[src/rtl/vga_timing_if.sv]
// vga_timing_if: pixel-enable input plus counter/sync/blank/strobe bundle of the timing generator
interface vga_timing_if #(parameter int CNT_W = 11);
  logic             pix_en;
  logic [CNT_W-1:0] hcount;
  logic [CNT_W-1:0] vcount;
  logic             hsync;
  logic             vsync;
  logic             hblnk;
  logic             vblnk;
  logic             de;
  logic             line_start;
  logic             frame_start;
  logic [11:0]      rgb;
  modport master (
    input  pix_en,
    output hcount, vcount, hsync, vsync, hblnk, vblnk, de, line_start, frame_start, rgb
  );
  modport slave (
    output pix_en,
    input  hcount, vcount, hsync, vsync, hblnk, vblnk, de, line_start, frame_start, rgb
  );
endinterface

[src/rtl/vga_timing_param.sv]
// vga_timing_param: parametrised VGA timing generator with pixel enable, data enable and line/frame strobes
module vga_timing_param #(
  parameter int H_ACTIVE  = 800,
  parameter int H_FP      = 40,
  parameter int H_SYNC    = 128,
  parameter int H_BP      = 88,
  parameter int V_ACTIVE  = 600,
  parameter int V_FP      = 1,
  parameter int V_SYNC    = 4,
  parameter int V_BP      = 23,
  parameter bit HSYNC_POL = 1'b1,
  parameter bit VSYNC_POL = 1'b1,
  parameter int CNT_W     = 11
) (
  input  logic          clk,
  input  logic          rst,
  vga_timing_if.master  vga
);
  localparam int H_TOTAL = H_ACTIVE + H_FP + H_SYNC + H_BP;
  localparam int V_TOTAL = V_ACTIVE + V_FP + V_SYNC + V_BP;
  localparam logic [CNT_W-1:0] H_LAST   = CNT_W'(H_TOTAL - 1);
  localparam logic [CNT_W-1:0] V_LAST   = CNT_W'(V_TOTAL - 1);
  localparam logic [CNT_W-1:0] HB_START = CNT_W'(H_ACTIVE);
  localparam logic [CNT_W-1:0] VB_START = CNT_W'(V_ACTIVE);
  localparam logic [CNT_W-1:0] HS_START = CNT_W'(H_ACTIVE + H_FP);
  localparam logic [CNT_W-1:0] HS_STOP  = CNT_W'(H_ACTIVE + H_FP + H_SYNC - 1);
  localparam logic [CNT_W-1:0] VS_START = CNT_W'(V_ACTIVE + V_FP);
  localparam logic [CNT_W-1:0] VS_STOP  = CNT_W'(V_ACTIVE + V_FP + V_SYNC - 1);
  if (H_ACTIVE < 1 || H_FP < 1 || H_SYNC < 1 || H_BP < 1 ||
      V_ACTIVE < 1 || V_FP < 1 || V_SYNC < 1 || V_BP < 1) begin : g_bad_field
    $error("vga_timing_param: every timing field must be at least 1");
  end
  if (CNT_W < 1 || CNT_W > 30 || H_TOTAL > (1 << CNT_W) || V_TOTAL > (1 << CNT_W)) begin : g_bad_width
    $error("vga_timing_param: CNT_W too small for H_TOTAL/V_TOTAL");
  end
  logic [CNT_W-1:0] hn, vn;
  // Flags are decoded from the next position so they land in the same register stage as the counters.
  always_comb begin
    hn = (rst || vga.hcount == H_LAST) ? '0 : vga.hcount + 1'b1;
    vn = rst ? '0 : (vga.hcount != H_LAST) ? vga.vcount : (vga.vcount == V_LAST) ? '0 : vga.vcount + 1'b1;
  end
  always_ff @(posedge clk)
    if (rst || vga.pix_en) begin
      vga.hcount      <= hn;
      vga.vcount      <= vn;
      vga.hsync       <= (hn >= HS_START && hn <= HS_STOP) ? HSYNC_POL : !HSYNC_POL;
      vga.vsync       <= (vn >= VS_START && vn <= VS_STOP) ? VSYNC_POL : !VSYNC_POL;
      vga.hblnk       <= hn >= HB_START;
      vga.vblnk       <= vn >= VB_START;
      vga.de          <= hn < HB_START && vn < VB_START;
      vga.line_start  <= hn == '0;
      vga.frame_start <= hn == '0 && vn == '0;
    end
  assign vga.rgb = '0;
endmodule
[src/flat_wrapper.sv]
// flat-port wrapper written by rule: the top's interface ports become plain ports
module vga_timing_param_flat 
#(
  parameter int H_ACTIVE  = 800,
  parameter int H_FP      = 40,
  parameter int H_SYNC    = 128,
  parameter int H_BP      = 88,
  parameter int V_ACTIVE  = 600,
  parameter int V_FP      = 1,
  parameter int V_SYNC    = 4,
  parameter int V_BP      = 23,
  parameter bit HSYNC_POL = 1'b1,
  parameter bit VSYNC_POL = 1'b1,
  parameter int CNT_W     = 11
)
  (clk, rst, vga_pix_en, vga_hcount, vga_vcount, vga_hsync, vga_vsync, vga_hblnk, vga_vblnk, vga_de, vga_line_start, vga_frame_start, vga_rgb);
  vga_timing_if #(.CNT_W(CNT_W)) vga_i ();
  input  logic clk;
  input  logic rst;
  input wire logic [$bits(vga_i.pix_en)-1:0] vga_pix_en;
  output wire logic [$bits(vga_i.hcount)-1:0] vga_hcount;
  output wire logic [$bits(vga_i.vcount)-1:0] vga_vcount;
  output wire logic [$bits(vga_i.hsync)-1:0] vga_hsync;
  output wire logic [$bits(vga_i.vsync)-1:0] vga_vsync;
  output wire logic [$bits(vga_i.hblnk)-1:0] vga_hblnk;
  output wire logic [$bits(vga_i.vblnk)-1:0] vga_vblnk;
  output wire logic [$bits(vga_i.de)-1:0] vga_de;
  output wire logic [$bits(vga_i.line_start)-1:0] vga_line_start;
  output wire logic [$bits(vga_i.frame_start)-1:0] vga_frame_start;
  output wire logic [$bits(vga_i.rgb)-1:0] vga_rgb;
  assign vga_i.pix_en = vga_pix_en;
  assign vga_hcount = vga_i.hcount;
  assign vga_vcount = vga_i.vcount;
  assign vga_hsync = vga_i.hsync;
  assign vga_vsync = vga_i.vsync;
  assign vga_hblnk = vga_i.hblnk;
  assign vga_vblnk = vga_i.vblnk;
  assign vga_de = vga_i.de;
  assign vga_line_start = vga_i.line_start;
  assign vga_frame_start = vga_i.frame_start;
  assign vga_rgb = vga_i.rgb;
  vga_timing_param #(.H_ACTIVE(H_ACTIVE), .H_FP(H_FP), .H_SYNC(H_SYNC), .H_BP(H_BP), .V_ACTIVE(V_ACTIVE), .V_FP(V_FP), .V_SYNC(V_SYNC), .V_BP(V_BP), .HSYNC_POL(HSYNC_POL), .VSYNC_POL(VSYNC_POL), .CNT_W(CNT_W)) u_core (.clk(clk), .rst(rst), .vga(vga_i));
endmodule
[config.mk]
export PLATFORM = sky130hd
export DESIGN_NAME = vga_timing_param_flat
export DESIGN_NICKNAME = d
export VERILOG_FILES = /design/src/rtl/vga_timing_if.sv /design/src/rtl/vga_timing_param.sv /design/src/flat_wrapper.sv
export SDC_FILE = /design/constraint.sdc
export NUM_CORES = 1
export LEC_CHECK = 0
export ABC_CLOCK_PERIOD_IN_PS = 4030
export BUFFER_PORTS_ARGS = -buffer_cell sky130_fd_sc_hd__buf_2
export CORE_MARGIN = 3
export CORE_UTILIZATION = 48
export CTS_CLUSTER_SIZE = 14
export DETAILED_ROUTE_END_ITERATION = 12
export PLACE_DENSITY = 0.69
export SYNTH_ARGS = -nofsm -noshare
export SYNTH_HDL_FRONTEND = slang
export SYNTH_SLANG_ARGS = --single-unit
[constraint.sdc]
create_clock -name clk -period 4.03 [get_ports clk]
set_input_delay 1.209 -clock clk [delete_from_list [all_inputs] [get_ports clk]]
set_output_delay 1.209 -clock clk [all_outputs]
set_load 0.03 [all_outputs]
==> results.cfg, run 1 <==
[status]
status = completed

[grt]
grt_antenna_before_repair = 0
gr-total-overflow = 0
grt_first_pass_wirelength_um = 8090
grt_pass1_vias = 1598
grt_max_degree = 30
grt_util_all_layers_pct = 19.1

[yosys]
synth-seq-area-share_pct = 38.6
synthCells = 250
netlist_top_cells_area = edfxtp_1 39%, nor2_1 6.0%, xnor2_1 5.4%
synth_common_cells = 36 x nor2_1, 29 x edfxtp_1, 17 x nand2_1, 14 x xnor2_1, 13 x nor3_1
synthArstFlopShare_pct = 0
synth.avg_cell_area_sq_um = 9.02
yosysWarnings = 0
synth_ff_type = edfxtp_1
netlist.area_leader.share_pct = 38.6
ys_ff_latch = 29
yosysTopAreaCell = edfxtp_1
synth.distinct_cells = 51
synth_edf_count = 29
synth.most_common_cell = nor2_1
syn-cell-area_sq_um = 2260

[placement]
dp_slack_ns = 0.828
place_area_sq_um = 2350
port_buffers = 31
gp_congestion = 0.971
hpwl_um = 3620

[finish]
final_cell_area_sq_um = 2430
antenna_cells = 0
drive_gt1_share_pct = 17.3
area_growth_pct = 7.65
num-nets-final = 276

[die]
die_area_sq_um = 5560
die_w_um = 74.6
fp-row-count = 24
core-area_sq_um = 4440
ios = 44
initial_core_util_pct = 50.8
dieHeight_um = 74.6

[drt]
m1WireLength_um = 2390
via_count = 1858
wl_um = 5130
firstDrtPassIters = 4
avgRoutedWirePerCell_um = 15.8
vias_per_cell = 5.73
drc = 0
wl_met3_um = 301
ant_nets = 0
wl_met2_um = 2380
first_iter_violations = 134
top_layer = met4

[cts]
clock_sinks = 29
cts_tree = yes
postCtsSetupBuffers = 0
cts_buffers = 5
cts_resized = 0
hold_buffers = 0
cts_max_level = 2
root_buffer = clkbuf_8
clk_pin_slew_worst_paths_ns = 0.06
clkLatencyLatePin_ns = 0.28
clk_path_buf_depth = 2

[timing]
fin_ws_ns = 0.721
setup_violations = 0
final.setup.tns_ns = 0
rsz0062_at_grt = false
finalHoldViolations = 0
fmax_mhz = 302
fin_crit_ns = 3.31
tightestPinTransition_ns = 0.689
slew_headroom_pct = 54.0
final.period_utilization_pct = 82.1
fin_skew_ns = 0.00355
maxSlewViolCount = 0

[critical_path]
ff2ff_path_depth = 7
crit_type = flip-flop to flip-flop
arrival_ns = 3.43
crit_start = u_core.vga.hcount[0]
end_kind = flip-flop
timing.rr.start = u_core.vga.hcount[0]
r2r_setup_slack_ns = 0.72
required_ns = 4.15
critPathLaunchType = flip-flop
worstPathMaxFanout = 18
timing.rr.end = u_core.vga.vsync

[min_path]
hp-class = flip-flop to flip-flop
hold_depth = 2
hold_path_end = u_core.vga.vcount[8]
hp-start = u_core.vga.vcount[8]

[pwr]
combPwrFrac_pct = 23.0
swShare_pct = 34.8
power.internal_mw = 0.545
p_per_area_nw_per_um2 = 344
clock_power_share_pct = 28.0
vdd_drop_max_v = 0.000160
switching_power_mw = 0.291
leakagePower_nw = 0.943
p_seq_share_pct = 49.0

[flow_run]
maxCapViolCount = 0
==> logic make-up after synthesis <==
kind of cell | count (synthesis) | synth area share, %
compound gates | 40 | 12.9
xor+xnor | 23 | 8.93
fa+ha+maj | 2 | 1.11
buf+inv | 34 | 8.60
flops | 29 | 38.6
mux | 6 | 2.77
other cells | 1 | 0.166
simple gates | 115 | 27.0
==> metrics by stage <==
step	power, mW	hold slack [ns]	util, %	cells
CTS	0.842	0.735	54.6	324
detailed placement	0.607	0.718	52.8	316
global route	0.875	0.786	54.6	324
finish	0.836	0.726	54.6	324
global placement	0.606	0.695	52.8	316
floorplan	0.569	0.853	-	261
==> registers in the layout, summed over array words and instances (netlist names) <==
name and cells:
u_core.vga.vsync 1, u_core.vga.frame_start 1, u_core.vga.hcount 11, u_core.vga.vblnk 1, u_core.vga.hsync 1, u_core.vga.vcount 11, u_core.vga.line_start 1, u_core.vga.hblnk 1
u_core.vga.de 1
==> layer usage <==
metal / GRT usage (%) / vias to the layer above
met5: 0 / -
met4: 5.14 / 0
met3: 4.19 / 6
met2: 28.8 / 57
met1: 27.8 / 866
li1: - / 929
==> how the worst max path moves through the flow <==
stage          depth (start not counted)          endpoint
2_1_floorplan                         10  u_core.vga.hsync
3_3_place_gp                           7  u_core.vga.vblnk
3_5_place_dp                           7  u_core.vga.vblnk
4_1_cts                                7  u_core.vga.vsync
5_1_grt                                7  u_core.vga.vsync
6_report                               7  u_core.vga.vsync
==> power groups by stage <==
stage	combinational (mW)	sequential (mW)	clock, mW
after global placement	0.191	0.414	0
after global routing	0.209	0.415	0.251
final	0.192	0.409	0.234
after detailed placement	0.191	0.415	0
after floorplan	0.123	0.446	0
after CTS	0.193	0.409	0.240
==> critical path, cell delays in order (launching register included) <==
cell,delay [ns]
edfxtp_1,0.52
ha_1,0.39
and4_1,0.40
and3_1,0.63
nand4_1,0.30
xor2_1,0.26
or4b_1,0.48
a211oi_2,0.17
==> cell usage in the layout, fill, tap and decap left out, types with 2 or more instances in the layout <==
cell and n:
and2_1 3, nor2_1 36, nor4_1 4, inv_1 6, or3_1 2, and3_1 4, xnor2_1 14, conb_1 12
a31oi_1 4, nand2_1 17, xor2_1 9, a21oi_1 6, and4_1 5, clkbuf_8 5, edfxtp_1 29, nor3_1 13
nand3_1 6, o21bai_1 3, buf_2 31, or2_2 4, or4b_1 2, nand2b_1 7, ha_1 2, o22ai_1 2
mux2i_1 4, a211oi_1 3, nand4_1 8, o21ai_0 5, a21o_1 3, clkinv_2 2, mux2_2 2
==> cell type report <==
| class | count | area [sq um] |
|---|---|---|
| Inverter | 6 | 22.5 |
| Multi-Input combinational cell | 198 | 1230 |
| Clock buffer | 6 | 72.6 |
| Timing Repair Buffer | 31 | 155 |
| Sequential cell | 29 | 871 |
| Fill cell | 417 | 2020 |
| Clock inverter | 2 | 10.0 |
| Tap cell | 52 | 65.1 |
(Power assumes the default switching activity.)
==> inputs of run 2 (changes only) <==
--- a/config.mk
+++ b/config.mk
@@ -5,7 +5,8 @@
 export SDC_FILE = /design/constraint.sdc
 export NUM_CORES = 1
 export LEC_CHECK = 0
-export ABC_CLOCK_PERIOD_IN_PS = 4030
+export ABC_AREA = 1
+export ABC_CLOCK_PERIOD_IN_PS = 3200
 export BUFFER_PORTS_ARGS = -buffer_cell sky130_fd_sc_hd__buf_2
 export CORE_MARGIN = 3
 export CORE_UTILIZATION = 48
==> constraint.sdc (replaced) <==
create_clock -name clk -period 3.2 [get_ports clk]
set_input_delay 0.96 -clock clk [delete_from_list [all_inputs] [get_ports clk]]
set_output_delay 0.96 -clock clk [all_outputs]
set_load 0.03 [all_outputs]
==> run 2 against run 1 <==
  * Combinational power increased by 32%
  * Worst hold slack got worse by 0.0081 ns
  * Sequential share of layout area shrank 0.40 points
  * Fmax grew 39%
  * Die area fell by 1.3%
  * Critical endpoint is now u_core.vga.hsync
  * Largest cell class unchanged
==> results.cfg, run 2 <==
[critical_path]
cp_cell_sequence = ha_1, nand2_2, nor2_4, nand2_2, nor2_4, nor2_2, nand3_1, a31oi_1, nand2_1, nand2_1, nor2_1
arrival_ns = 2.43
r2r_setup_slack_ns = 0.81
slowest_delay_ns = 0.49
required_ns = 3.24
crit_type = flip-flop to flip-flop
cpMaxStageDelayCell = edfxtp_1
end_kind = flip-flop
worstPathMaxFanout = 12
crit_start = u_core.vga.hcount[0]
critPathLaunchType = flip-flop
timing.rr.start = u_core.vga.hcount[0]

[yosys]
synth-seq-area-share_pct = 39.1
synthArstFlopShare_pct = 0
syn-cell-area_sq_um = 2220
synth_ff_type = edfxtp_1
netlist_top_cells_area = edfxtp_1 39%, nand2_1 15%, inv_1 8.4%
synth.avg_cell_area_sq_um = 7.15
synth.distinct_cells = 26
netlist.area_leader.share_pct = 39.1
synth_common_cells = 90 x nand2_1, 50 x inv_1, 38 x nor2_1, 30 x nand3_1, 29 x edfxtp_1
synth_edf_count = 29
yosysWarnings = 0
ys_ff_latch = 29
synthCells = 311
yosysTopAreaCell = edfxtp_1
synth.most_common_cell = nand2_1

[finish]
antenna_cells = 0
num-fill-cells = 445
regArea_sq_um = 871
area_growth_pct = 10.4
fin_cells = 398
mostFrequentLayoutCell = nand2_1
top_regs = u_core.vga.hcount x11, u_core.vga.vcount x11
num-nets-final = 350
drive_gt1_share_pct = 17.6
final_cell_area_sq_um = 2460
multi_input_area_sq_um = 1090
layout_common_cells = 90 x nand2_1, 50 x inv_1, 38 x nor2_1, 31 x buf_2, 30 x nand3_1

[drt]
avgRoutedWirePerCell_um = 12.7
ant_nets = 0
firstDrtPassIters = 5
wl_um = 5040
drc = 0
vias_per_cell = 5.14
via_count = 2047
first_iter_violations = 167

[grt]
grt_util_all_layers_pct = 19.6
grt_max_degree = 30
grt_antenna_before_repair = 0
grt_first_pass_wirelength_um = 8200
gr-total-overflow = 0
grt_pass1_vias = 1859

[cts]
postCtsSetupBuffers = 0
root_buffer = clkbuf_8
cts_buffers = 5
cts_resized = 0
clk_pin_slew_worst_paths_ns = 0.06
clkLatencyLatePin_ns = 0.28
hold_buffers = 0
cts_tree = yes
cts_max_level = 2
clock_sinks = 29
clk_path_buf_depth = 2

[status]
status = completed

[min_path]
hp-start = u_core.vga.hcount[0]
hp-class = flip-flop to flip-flop

[pwr]
vdd_drop_max_v = 0.000278
power_mw = 1.04
p_per_area_nw_per_um2 = 425
leakagePower_nw = 1.28

[timing]
final.setup.tns_ns = 0
setup_violations = 0
slew_headroom_pct = 53.0
fin_skew_ns = 0.00596
maxSlewViolCount = 0
whs_ns = 0.717
fmax_mhz = 419
tightestPinTransition_ns = 0.705
final.period_utilization_pct = 74.5
fin_crit_ns = 2.39
finalHoldViolations = 0
rsz0062_at_grt = false

[placement]
port_buffers = 31
hpwl_um = 3890
place_area_sq_um = 2370
gp_congestion = 0.936
placed_cells = 390

[die]
die_area_sq_um = 5490
ios = 44
fp-row-count = 24
core-area_sq_um = 4410
initial_core_util_pct = 50.4
die_w_um = 74.1
dieHeight_um = 74.1

[flow_run]
maxCapViolCount = 0
## run 2: cell types whose count changed in the layout (fill, tap and decap cells not counted), sizes merged, moves of 5 or more
| cell | delta |
|---|---|
| nand2 | +79 |
| and4 | -5 |
| nand3 | +28 |
| nor2 | +11 |
| inv | +45 |
| xnor2 | -14 |
| nor3 | -6 |
| nand2b | -7 |
| xor2 | -5 |
## run 2: final cells by class
| class | instances | share of cell area [%] |
|---|---|---|
| clock inverter | 3 | 0.509 |
| clock buffer | 5 | 2.80 |
| multi-input combinational | 226 | 44.3 |
| sequential | 29 | 35.5 |
| inverter | 52 | 7.95 |
| timing repair buffer | 31 | 6.32 |
| tap | 52 | 2.65 |
## run 2: critical path: cells and delay by family (launching register included)
family                     cells  cell delay (ns)
AOI/OAI and AO/OA              1             0.28
and+or+nand+nor                9             1.05
adders and majority gates      1             0.33
DFF                            1             0.49
## run 2: per-layer routing
layer  global-route usage, %  routed length (um)  share of wire (%)  vias to the layer above
met5                       0                   0                  0                        -
met2                    32.3                2400                 48                       59
met1                    24.3                2240                 45                      935
met4                    8.85                 140                2.8                        0
met3                    4.73                 261                5.2                       15
li1                        -                   -                  -                     1038
## run 2: final timing paths
| check | to | cells past startpoint |
|---|---|---|
| worst min-delay path | u_core.vga.hcount[0] | 1 |
| worst max register to register | u_core.vga.hsync | 11 |
| worst min register to register | u_core.vga.hcount[0] | 1 |
| worst max-delay path | u_core.vga.hsync | 11 |
## run 2: kinds of logic after synthesis
logic type      share of synthesized area, %
flops                                   39.1
fa+ha+maj                               1.12
compound gates                          2.53
buf+inv                                 13.8
simple gates                            41.7
xor+xnor                                1.57
other cells                            0.169
## run 2: power breakdown
| group | total [mW] | switching (mW) | internal [mW] |
|---|---|---|---|
| Sequential | 0.498 | 0.0410 | 0.457 |
| Clock | 0.292 | 0.146 | 0.146 |
| Combinational | 0.254 | 0.188 | 0.0660 |
| Total | 1.04 | 0.375 | 0.669 |
## run 2: metrics by stage
step                      setup slack (ns)  util [%]
after floorplan                      0.951         -
after global placement               0.795      53.8
after detailed placement             0.812      53.8
after CTS                            0.822      55.6
after global routing                 0.566      55.6
final                                0.815      55.6
